--- src/rtl/rv32e_pkg.sv ---
// Shared encodings for the rv32e multi-cycle control path.
// RV32E_CSR_EN adds the CSR state to ctrl_state_t.
package rv32e_pkg;

   localparam logic [6:0] OPC_LUI    = 7'b0110111;
   localparam logic [6:0] OPC_AUIPC  = 7'b0010111;
   localparam logic [6:0] OPC_JAL    = 7'b1101111;
   localparam logic [6:0] OPC_JALR   = 7'b1100111;
   localparam logic [6:0] OPC_BRANCH = 7'b1100011;
   localparam logic [6:0] OPC_LOAD   = 7'b0000011;
   localparam logic [6:0] OPC_STORE  = 7'b0100011;
   localparam logic [6:0] OPC_IMM    = 7'b0010011;
   localparam logic [6:0] OPC_OP     = 7'b0110011;
   localparam logic [6:0] OPC_SYSTEM = 7'b1110011;

   typedef enum logic [2:0] {
      ST_IDLE,
      ST_FETCH,
      ST_DECODE,
      ST_EXEC,
      ST_MEM,
      ST_WB,
`ifdef RV32E_CSR_EN
      ST_CSR,
`endif
      ST_HALT
   } ctrl_state_t;

   typedef enum logic [1:0] {
      WB_ALU = 2'd0,
      WB_MEM = 2'd1,
      WB_PC4 = 2'd2,
      WB_CSR = 2'd3
   } wb_sel_t;

   typedef enum logic [1:0] {
      PC_PLUS4 = 2'd0,
      PC_IMM   = 2'd1,
      PC_JALR  = 2'd2
   } pc_src_t;

   // RV32E has 16 registers, so bit 4 of any register field that is read or written is illegal.
   function automatic logic instr_legal(input logic [6:0] opc,
                                        input logic [2:0] funct3,
                                        input logic       rd_b4,
                                        input logic       rs1_b4,
                                        input logic       rs2_b4,
                                        input logic       csr_en);
      logic ok;
      case (opc)
         OPC_LUI, OPC_AUIPC, OPC_JAL:  ok = !rd_b4;
         OPC_JALR, OPC_LOAD, OPC_IMM:  ok = !rd_b4 && !rs1_b4;
         OPC_BRANCH, OPC_STORE:        ok = !rs1_b4 && !rs2_b4;
         OPC_OP:                       ok = !rd_b4 && !rs1_b4 && !rs2_b4;
         // funct3[2] selects the CSR immediate forms, where the rs1 field is a uimm.
         OPC_SYSTEM:                   ok = csr_en && (funct3 != 3'd0) && !rd_b4 &&
                                            (funct3[2] || !rs1_b4);
         default:                      ok = 1'b0;
      endcase
      return ok;
   endfunction

endpackage

--- src/rtl/rv32e_mem_watchdog.sv ---
// Memory-wait watchdog: counts stalled cycles and flags the cycle in which the
// MEM_TIMEOUT-th consecutive wait occurs. MEM_TIMEOUT = 0 disables it.
module rv32e_mem_watchdog #(
   parameter int MEM_TIMEOUT = 16
) (
   input  logic clk,
   input  logic rst,
   input  logic i_clr,
   input  logic i_en,
   output logic o_timeout
);

   localparam int CW = (MEM_TIMEOUT > 1) ? $clog2(MEM_TIMEOUT) : 1;
   localparam logic [CW-1:0] LIMIT = CW'((MEM_TIMEOUT > 0) ? MEM_TIMEOUT - 1 : 0);

   logic [CW-1:0] r_count;

   assign o_timeout = (MEM_TIMEOUT != 0) && i_en && (r_count == LIMIT);

   // NOTE: state is updated with non-blocking assignments so every flop samples pre-edge values.
   always_ff @(posedge clk or posedge rst) begin
      if (rst) begin
         r_count <= '0;
      end else if (i_clr) begin
         r_count <= '0;
      end else if (i_en && !o_timeout) begin
         r_count <= r_count + CW'(1);
      end
   end

endmodule

--- src/rtl/rv32e_mc_ctrl.sv ---
// Multi-cycle fetch/decode/execute/memory/writeback sequencer for the rv32e core.
// Optional RV32E_CSR_EN builds the CSR writeback state; otherwise SYSTEM is illegal.
module rv32e_mc_ctrl
   import rv32e_pkg::*;
#(
   parameter int MEM_TIMEOUT = 16
) (
   input  logic        clk,
   input  logic        rst,
   input  logic [31:0] instr,
   input  logic        branch_taken,
   input  logic        mem_ready,
   output logic        mem_req,
   output logic        mem_we,
   output logic        mem_addr_sel,
   output logic        ir_we,
   output logic        pc_we,
   output logic [1:0]  pc_src,
   output logic        alu_b_imm,
   output logic        rf_we,
   output logic [1:0]  wb_sel,
   output logic        csr_we,
   output logic        retire_o,
   output logic        illegal_o,
   output logic        bus_err_o,
   output logic        halt_o
);

`ifdef RV32E_CSR_EN
   localparam logic CSR_EN = 1'b1;
`else
   localparam logic CSR_EN = 1'b0;
`endif

   ctrl_state_t r_state;
   logic        r_mem_req;
   logic        r_mem_addr_sel;
   logic        r_mem_we;
   logic        r_halt;
   logic        r_illegal;
   logic        r_bus_err;

   logic [6:0]  w_opc;
   logic        w_legal;
   logic        w_b_imm;
   logic        w_wait;
   logic        w_timeout;
   logic        w_unused_instr;

   assign w_opc   = instr[6:0];
   assign w_legal = instr_legal(w_opc, instr[14:12], instr[11], instr[19], instr[24], CSR_EN);
   assign w_b_imm = (w_opc != OPC_OP) && (w_opc != OPC_BRANCH);
   assign w_wait  = (r_state == ST_FETCH) || (r_state == ST_MEM);

   assign w_unused_instr = ^{instr[31:25], instr[23:20], instr[18:15], instr[10:7]};

   // A ready cycle ends the wait, so the next FETCH/MEM always starts from zero.
   rv32e_mem_watchdog #(
      .MEM_TIMEOUT (MEM_TIMEOUT)
   ) u_watchdog (
      .clk       (clk),
      .rst       (rst),
      .i_clr     (!w_wait || mem_ready),
      .i_en      (w_wait && !mem_ready),
      .o_timeout (w_timeout)
   );

   assign mem_req      = r_mem_req;
   assign mem_addr_sel = r_mem_addr_sel;
   assign mem_we       = r_mem_we;
   assign halt_o       = r_halt;
   assign illegal_o    = r_illegal;
   assign bus_err_o    = r_bus_err;

   // Memory-port and status outputs are registered from the state being entered.
   always_ff @(posedge clk or posedge rst) begin
      if (rst) begin
         r_state        <= ST_IDLE;
         r_mem_req      <= 1'b0;
         r_mem_addr_sel <= 1'b0;
         r_mem_we       <= 1'b0;
         r_halt         <= 1'b0;
         r_illegal      <= 1'b0;
         r_bus_err      <= 1'b0;
      end else begin
         case (r_state)
            ST_IDLE: begin
               r_state        <= ST_FETCH;
               r_mem_req      <= 1'b1;
               r_mem_addr_sel <= 1'b0;
               r_mem_we       <= 1'b0;
            end
            ST_FETCH: begin
               if (mem_ready) begin
                  r_state   <= ST_DECODE;
                  r_mem_req <= 1'b0;
               end else if (w_timeout) begin
                  r_state   <= ST_HALT;
                  r_mem_req <= 1'b0;
                  r_bus_err <= 1'b1;
                  r_halt    <= 1'b1;
               end
            end
            ST_DECODE: begin
               if (w_legal) begin
                  r_state <= ST_EXEC;
               end else begin
                  r_state   <= ST_HALT;
                  r_illegal <= 1'b1;
                  r_halt    <= 1'b1;
               end
            end
            ST_EXEC: begin
               case (w_opc)
                  OPC_BRANCH, OPC_JAL, OPC_JALR: begin
                     r_state        <= ST_FETCH;
                     r_mem_req      <= 1'b1;
                     r_mem_addr_sel <= 1'b0;
                     r_mem_we       <= 1'b0;
                  end
                  OPC_LOAD, OPC_STORE: begin
                     r_state        <= ST_MEM;
                     r_mem_req      <= 1'b1;
                     r_mem_addr_sel <= 1'b1;
                     r_mem_we       <= (w_opc == OPC_STORE);
                  end
`ifdef RV32E_CSR_EN
                  OPC_SYSTEM: r_state <= ST_CSR;
`endif
                  default: r_state <= ST_WB;
               endcase
            end
            ST_MEM: begin
               if (mem_ready) begin
                  if (r_mem_we) begin
                     r_state <= ST_FETCH;
                  end else begin
                     r_state   <= ST_WB;
                     r_mem_req <= 1'b0;
                  end
                  r_mem_addr_sel <= 1'b0;
                  r_mem_we       <= 1'b0;
               end else if (w_timeout) begin
                  r_state        <= ST_HALT;
                  r_mem_req      <= 1'b0;
                  r_mem_addr_sel <= 1'b0;
                  r_mem_we       <= 1'b0;
                  r_bus_err      <= 1'b1;
                  r_halt         <= 1'b1;
               end
            end
`ifdef RV32E_CSR_EN
            ST_CSR,
`endif
            ST_WB: begin
               r_state        <= ST_FETCH;
               r_mem_req      <= 1'b1;
               r_mem_addr_sel <= 1'b0;
               r_mem_we       <= 1'b0;
            end
            ST_HALT: r_state <= ST_HALT;
            default: r_state <= ST_IDLE;
         endcase
      end
   end

   // Strobes that depend on same-cycle inputs (mem_ready, branch_taken) stay combinational.
   // NOTE: every output gets a default first so no path can infer a latch.
   always_comb begin
      ir_we     = 1'b0;
      pc_we     = 1'b0;
      pc_src    = PC_PLUS4;
      alu_b_imm = 1'b0;
      rf_we     = 1'b0;
      wb_sel    = WB_ALU;
      retire_o  = 1'b0;
`ifdef RV32E_CSR_EN
      csr_we    = 1'b0;
`endif
      case (r_state)
         ST_FETCH:  ir_we = mem_ready;
         ST_DECODE: alu_b_imm = w_b_imm;
         ST_EXEC: begin
            alu_b_imm = w_b_imm;
            case (w_opc)
               OPC_BRANCH: begin
                  pc_we    = 1'b1;
                  pc_src   = branch_taken ? PC_IMM : PC_PLUS4;
                  retire_o = 1'b1;
               end
               OPC_JAL, OPC_JALR: begin
                  rf_we    = 1'b1;
                  wb_sel   = WB_PC4;
                  pc_we    = 1'b1;
                  pc_src   = (w_opc == OPC_JAL) ? PC_IMM : PC_JALR;
                  retire_o = 1'b1;
               end
               default: ;
            endcase
         end
         ST_MEM: begin
            alu_b_imm = w_b_imm;
            if (r_mem_we && mem_ready) begin
               pc_we    = 1'b1;
               retire_o = 1'b1;
            end
         end
         ST_WB: begin
            alu_b_imm = w_b_imm;
            rf_we     = 1'b1;
            wb_sel    = (w_opc == OPC_LOAD) ? WB_MEM : WB_ALU;
            pc_we     = 1'b1;
            retire_o  = 1'b1;
         end
`ifdef RV32E_CSR_EN
         ST_CSR: begin
            alu_b_imm = w_b_imm;
            csr_we    = 1'b1;
            rf_we     = 1'b1;
            wb_sel    = WB_CSR;
            pc_we     = 1'b1;
            retire_o  = 1'b1;
         end
`endif
         default: ;
      endcase
   end

`ifndef RV32E_CSR_EN
   assign csr_we = 1'b0;
`endif

endmodule

--- config.mk ---
export PLATFORM = sky130hd
export DESIGN_NAME = rv32e_mc_ctrl
export DESIGN_NICKNAME = d
export VERILOG_FILES = /design/src/rtl/rv32e_pkg.sv /design/src/rtl/rv32e_mem_watchdog.sv /design/src/rtl/rv32e_mc_ctrl.sv
export SDC_FILE = /design/constraint.sdc
export NUM_CORES = 1
export LEC_CHECK = 0
export ABC_CLOCK_PERIOD_IN_PS = 1700
export CORE_MARGIN = 2
export CORE_UTILIZATION = 35
export DETAILED_ROUTE_END_ITERATION = 6
export GPL_ROUTABILITY_DRIVEN = 0
export PLACE_DENSITY = 0.78
export SYNTH_ARGS = -nofsm -noshare
export SYNTH_HDL_FRONTEND = slang
export SYNTH_SLANG_ARGS = --single-unit
--- constraint.sdc ---
create_clock -name clk -period 1.7 [get_ports clk]
set_clock_uncertainty 0.15 [all_clocks]
set_input_delay 0.425 -clock clk [delete_from_list [all_inputs] [get_ports clk]]
set_output_delay 0.425 -clock clk [all_outputs]
set_load 0.005 [all_outputs]
Word level (Yosys, flattened, before mapping)
Index checks and enable logic that the tools add are counted.

Input bits: 36. Logic and storage cells: 112. Register bits: 13.

Multiplexer cells: 40. Bitwise gates (word level): 2. Equality and inequality tests: 25. $add $sub $neg: 1. Reduce and logical (&&, ||, !) cells: 36.

Operator list (count): $eq 7x6->1 const B (3); $eq 7x7->1 const B (3); $pmux 3 s6 (1); $mux 1 (17); $mux 3 (5); $eq 7x5->1 const B (2); $reduce_or 2->1 (5); $eq 3x3->1 const B (3); $pmux 1 s3 (3); $reduce_and 3->1 (3); $reduce_or 3->1 (3); $logic_and 1x1->1 (8); $mux 4 (2); $pmux 1 s2 (4); $pmux 1 s4 (2); $pmux 2 s2 (2); $eq 7x2->1 const B (1); $ne 7x6->1 const B (1); $ne 7x7->1 const B (1); $eq 3x2->1 const B (2); $logic_not 1->1 (6); $mux 2 (3); $ne 2x2->1 const B (3); $ne 3x2->1 const B (2); 16 further kinds (19).

Logic depth before layout (Yosys ltp)
Depth after elaboration: 8. Gate-level depth with buffers: 6. Mapped depth without buffers: 5.

Hierarchy
Synthesis repeated with hierarchy kept, for this count alone.

Cell total of the unflattened synthesis: 117. Area total of the unflattened synthesis: 984.7 um^2.

By module, submodules not included: rv32e_mc_ctrl (times used 1, cells each 94, area each 750.7 um^2); rv32e_mem_watchdog (times used 1, cells each 23, area each 234.0 um^2).

Least setup slack after synthesis
OpenSTA, ideal clock, no wires.

Path kind: reg-to-output. Start point: reg r_state[0]. End point: out retire_o. Stages on the path, launching flop included: 6. Path buffers: 2. Arrival time: 1.336 ns. Setup slack: -0.211 ns. Required time: 1.125 ns. Cells stage by stage: dfrtp_1 > clkbuf_1 > nor2b_1 > nand3_1 > o22ai_1 > buf_4.

Longest elaborated chain between the ends: 2. Elaborated cells on any way between the ends: 4.

RTL lines: start, declared (line rv32e_mc_ctrl.sv:35) `ctrl_state_t r_state;`; start signal, assigned (line rv32e_mc_ctrl.sv:78) `r_state <= ST_IDLE;`; start signal, assigned (line rv32e_mc_ctrl.sv:88) `r_state <= ST_FETCH;`; start signal, assigned (line rv32e_mc_ctrl.sv:95) `r_state <= ST_DECODE;`; $eq 3x3->1 / $eq 3x2->1 (equally long branches); $pmux 1 s3 (*); end, declared (line rv32e_mc_ctrl.sv:23) `output logic retire_o,`.

Mark *: on every way between the ends. The rest lies on a longest branch, timed or not.

Worst setup path after layout
Start point: reg r_state[2]. End point: out alu_b_imm.

Longest elaborated chain between the ends: 3. Elaborated cells on any way between the ends: 6.

RTL lines: $eq 3x3->1 / $eq 3x2->1 (equally long branches) (line rv32e_mc_ctrl.sv:180) `case (r_state)`; $reduce_or 4->1 (no source line) (*); $mux 1 (*) (line rv32e_mc_ctrl.sv:180); end, declared (line rv32e_mc_ctrl.sv:19) `output logic alu_b_imm,`.

Marked as above.

==> results.md <==
* Post-route ant nets at 0
* Synth Flop Type: dfrtp_1
* CORE AREA at between 2000 and 3000 um2
* R2r endpoint: mem_we
* VDD IR-drop max at around 740 uV
* Unrepaired setup endpoints after global routing: yes
* Synth Warn # at 0
* Slew Limit Fails at 0
* Most common cell after layout, fill and taps aside: buf_4
* DRC viols at 0
* CP endpoint kind: output port
* Max-Cap Viols at 0
* Row cnt at 18
* Largest net degree at the start of global routing at 14
* Failing checks: negative setup slack
* Synth Area per Inst at 8.46 um2
* Flop2flop setup slack at -0.02 ns
* Commonest cells after routing, fill and taps aside: buf_4, buf_2, dfrtp_1, buf_6, nor2_1
* Vias post-DR at approximately 1200
* GRT Total Usage at approximately a fifth
* Max FO, Critical Path at 6
* Chip height at between 50 and 60 um
* Util after Layout at between 70% and 80%
* Async set-or-reset flop fraction in the synthesized netlist at 100%
* Setup WS post-layout at -0.191 ns
* Pre-CTS setup slack at -0.944 ns
* First-pass iteration count of the detailed router at 4
* Grt ovf at 0
* CTS clk-pin slew, worst paths at 0.08 ns
* First-pass GRT wire length at roughly 5200 um
* Worst-Margin Slew at ~0.5 ns
* Vias in the first global route at ~1200
* Synthesis-to-layout area growth at 87.7%
* Outcome: complete, but fails checks
* 1st-iter DRT viols at 30
* Min-delay worst type: in2async
* DP HPWL at 2200 um
* Fillers at 184
* Final net count at about 220
* Syn Nets at 150
* Cts bufs inserted at 3
* Sequential area share after synthesis at 34.0%
* Synth cell types at between 40 and 50
* H-tree levels at 1
* Hold Vio Cnt, Final at 0
* Port Buffers at 28
* Power per Cell Area at 1060 nW/um2
* Yosys reg bits at 13
* Die width at around 56 um
* Worst setup path endpoint: alu_b_imm
* Clock tree from TritonCTS: built
* Crit path time final at around 1.9 ns
* R2R cell count at 6
* Worst Path Arrival at approximately 1.3 ns
* Number of standard cells after synthesis at 113
* Via/cell ratio at 5.55
* Final worst path period share at 111%
* LEAKAGE at 0.841 nW
* Worst Setup Start Kind: register
* Clk sinks at 13
* Initial antenna violation count at 0
* Longest Clk Path Bufs at 2
* FMAX at 0.529 GHz
* Initial Util at roughly 38%
* Number of synthesized flops with an enable pin at 0
* Critical path class: reg2out
* Register area at 328 um2
* I/O pins at 52
* Relative slew slack at 66.3%
* Worst Path Required at 1.12 ns
* Die area at between 3000 and 4000 um2
* Drt wl/cell at around 16 um
* Diodes inserted at 0
* Final setup fails at 11
* FF-to-FF Start: r_state[0]
* Area of the multi-input gates at approximately 770 um2
* Share of cells above drive strength 1 at 54.3%
* Root buffer cell: clkbuf_4
* Setup crit start: r_state[2]
* Clk_lat worst skew at around 0.28 ns
* Post-Route WL at about 3400 um
* Synthesized area at about 960 um2
## Yosys cell counts (2+ instances only)
master    instances  area share, %
o21ai_0           3            1.6
nand3b_1          2            1.6
nand4b_1          3            2.7
nor2_1           12            4.7
nand3_1           5            2.6
nor3_1            6            3.1
o22ai_1           2            1.3
clkbuf_1          3            1.2
inv_1             7            2.7
nor2b_1           6            3.9
nand2b_1          4            2.6
nor3b_1           2            1.6
buf_4             2            1.6
a21oi_1           3            1.6
a31oi_1           3            2.0
dfrtp_1          13             34
nand2_1           4            1.6
and2_1            2            1.3
o211ai_1          3            2.4
## sequential cells by signal (all words and copies together) (netlist names)
name / cells
illegal_o: 1
mem_addr_sel: 1
mem_req: 1
bus_err_o: 1
u_watchdog.r_count: 4
halt_o: 1
mem_we: 1
r_state: 3
## layout make-up
cell class                 instances  area share (%)
timing repair buffer              74            33.9
multi-input combinational         86            42.8
sequential                        13            18.3
clock buffer                       4            1.46
tap                               30            2.09
inverter                           7            1.46
## how the worst min path moves through the flow
stage                     startpoint    endpoint  slack (ns)  depth (start not counted)
final                            rst      halt_o        0.32                          2
after global routing             rst      halt_o        0.36                          2
after CTS                        rst  r_state[1]        0.34                          2
after detailed placement   illegal_o   illegal_o        0.31                          1
after global placement     illegal_o   illegal_o        0.30                          1
after floorplan                  rst   bus_err_o        0.15                          1
## report_power, final
group	switching [W]	leakage (nW)	internal (W)
sequential	0.0000772	0.160	0.000381
combinational	0.000549	0.667	0.000700
clock	0.000103	0.0150	0.0000910
total	0.000728	0.841	0.00117
## critical path, cell delays in order, from the launching register on
cell,delay [ns]
dfrtp_2,0.50
nor2b_4,0.20
nor2b_4,0.05
a31oi_1,0.15
buf_2,0.14
## what timing repair did
item | 4_1_cts | 5_1_grt
pin swaps | 19 | 9
gates cloned | 1 | 0
gates resized for setup | 100 | 27
hold buffers | 0 | 0
endpoints found under the setup margin | 21 | 19
buffers inserted | 9 | 6
hold endpoints to repair | 0 | 0
## through the flow
stage | total power (W) | hold slack, ns | instances | TNS, ns | instance area [um2]
after floorplan | 0.000928 | 0.152 | 113 | -0.153 | 993
after global placement | 0.00137 | 0.301 | 195 | -11.54 | 1490
after detailed placement | 0.00140 | 0.306 | 195 | -12.19 | 1490
after CTS | 0.00168 | 0.336 | 208 | -1.38 | 1630
after global routing | 0.00203 | 0.355 | 214 | -2.23 | 1790
final | 0.00190 | 0.317 | 214 | -1.60 | 1790
## kinds of logic (layout without fill, tap and decap cells)
group | Yosys count | count (layout) | synth area share, %
AND/OR/NAND/NOR | 53 | 53 | 32.2
AO/OA/AOI/OAI | 27 | 27 | 20.8
buffers and inverters | 14 | 85 | 7.20
flip-flops | 13 | 13 | 34.0
XOR/XNOR | 2 | 2 | 1.83
multiplexers | 2 | 2 | 2.23
adder cells (fa/ha/maj) | 1 | 1 | 1.31
other | 1 | 1 | 0.392
## per-layer routing
metal / track usage [%] / wire [um] / up-vias
met5: 0 / 0 / -
li1: - / - / 552
met1: 24.9 / 1380 / 580
met3: 2.30 / 172 / 9
met4: 5.78 / 61 / 0
met2: 36.3 / 1830 / 46
No activity file was read; power rests on OpenSTA's default activity.
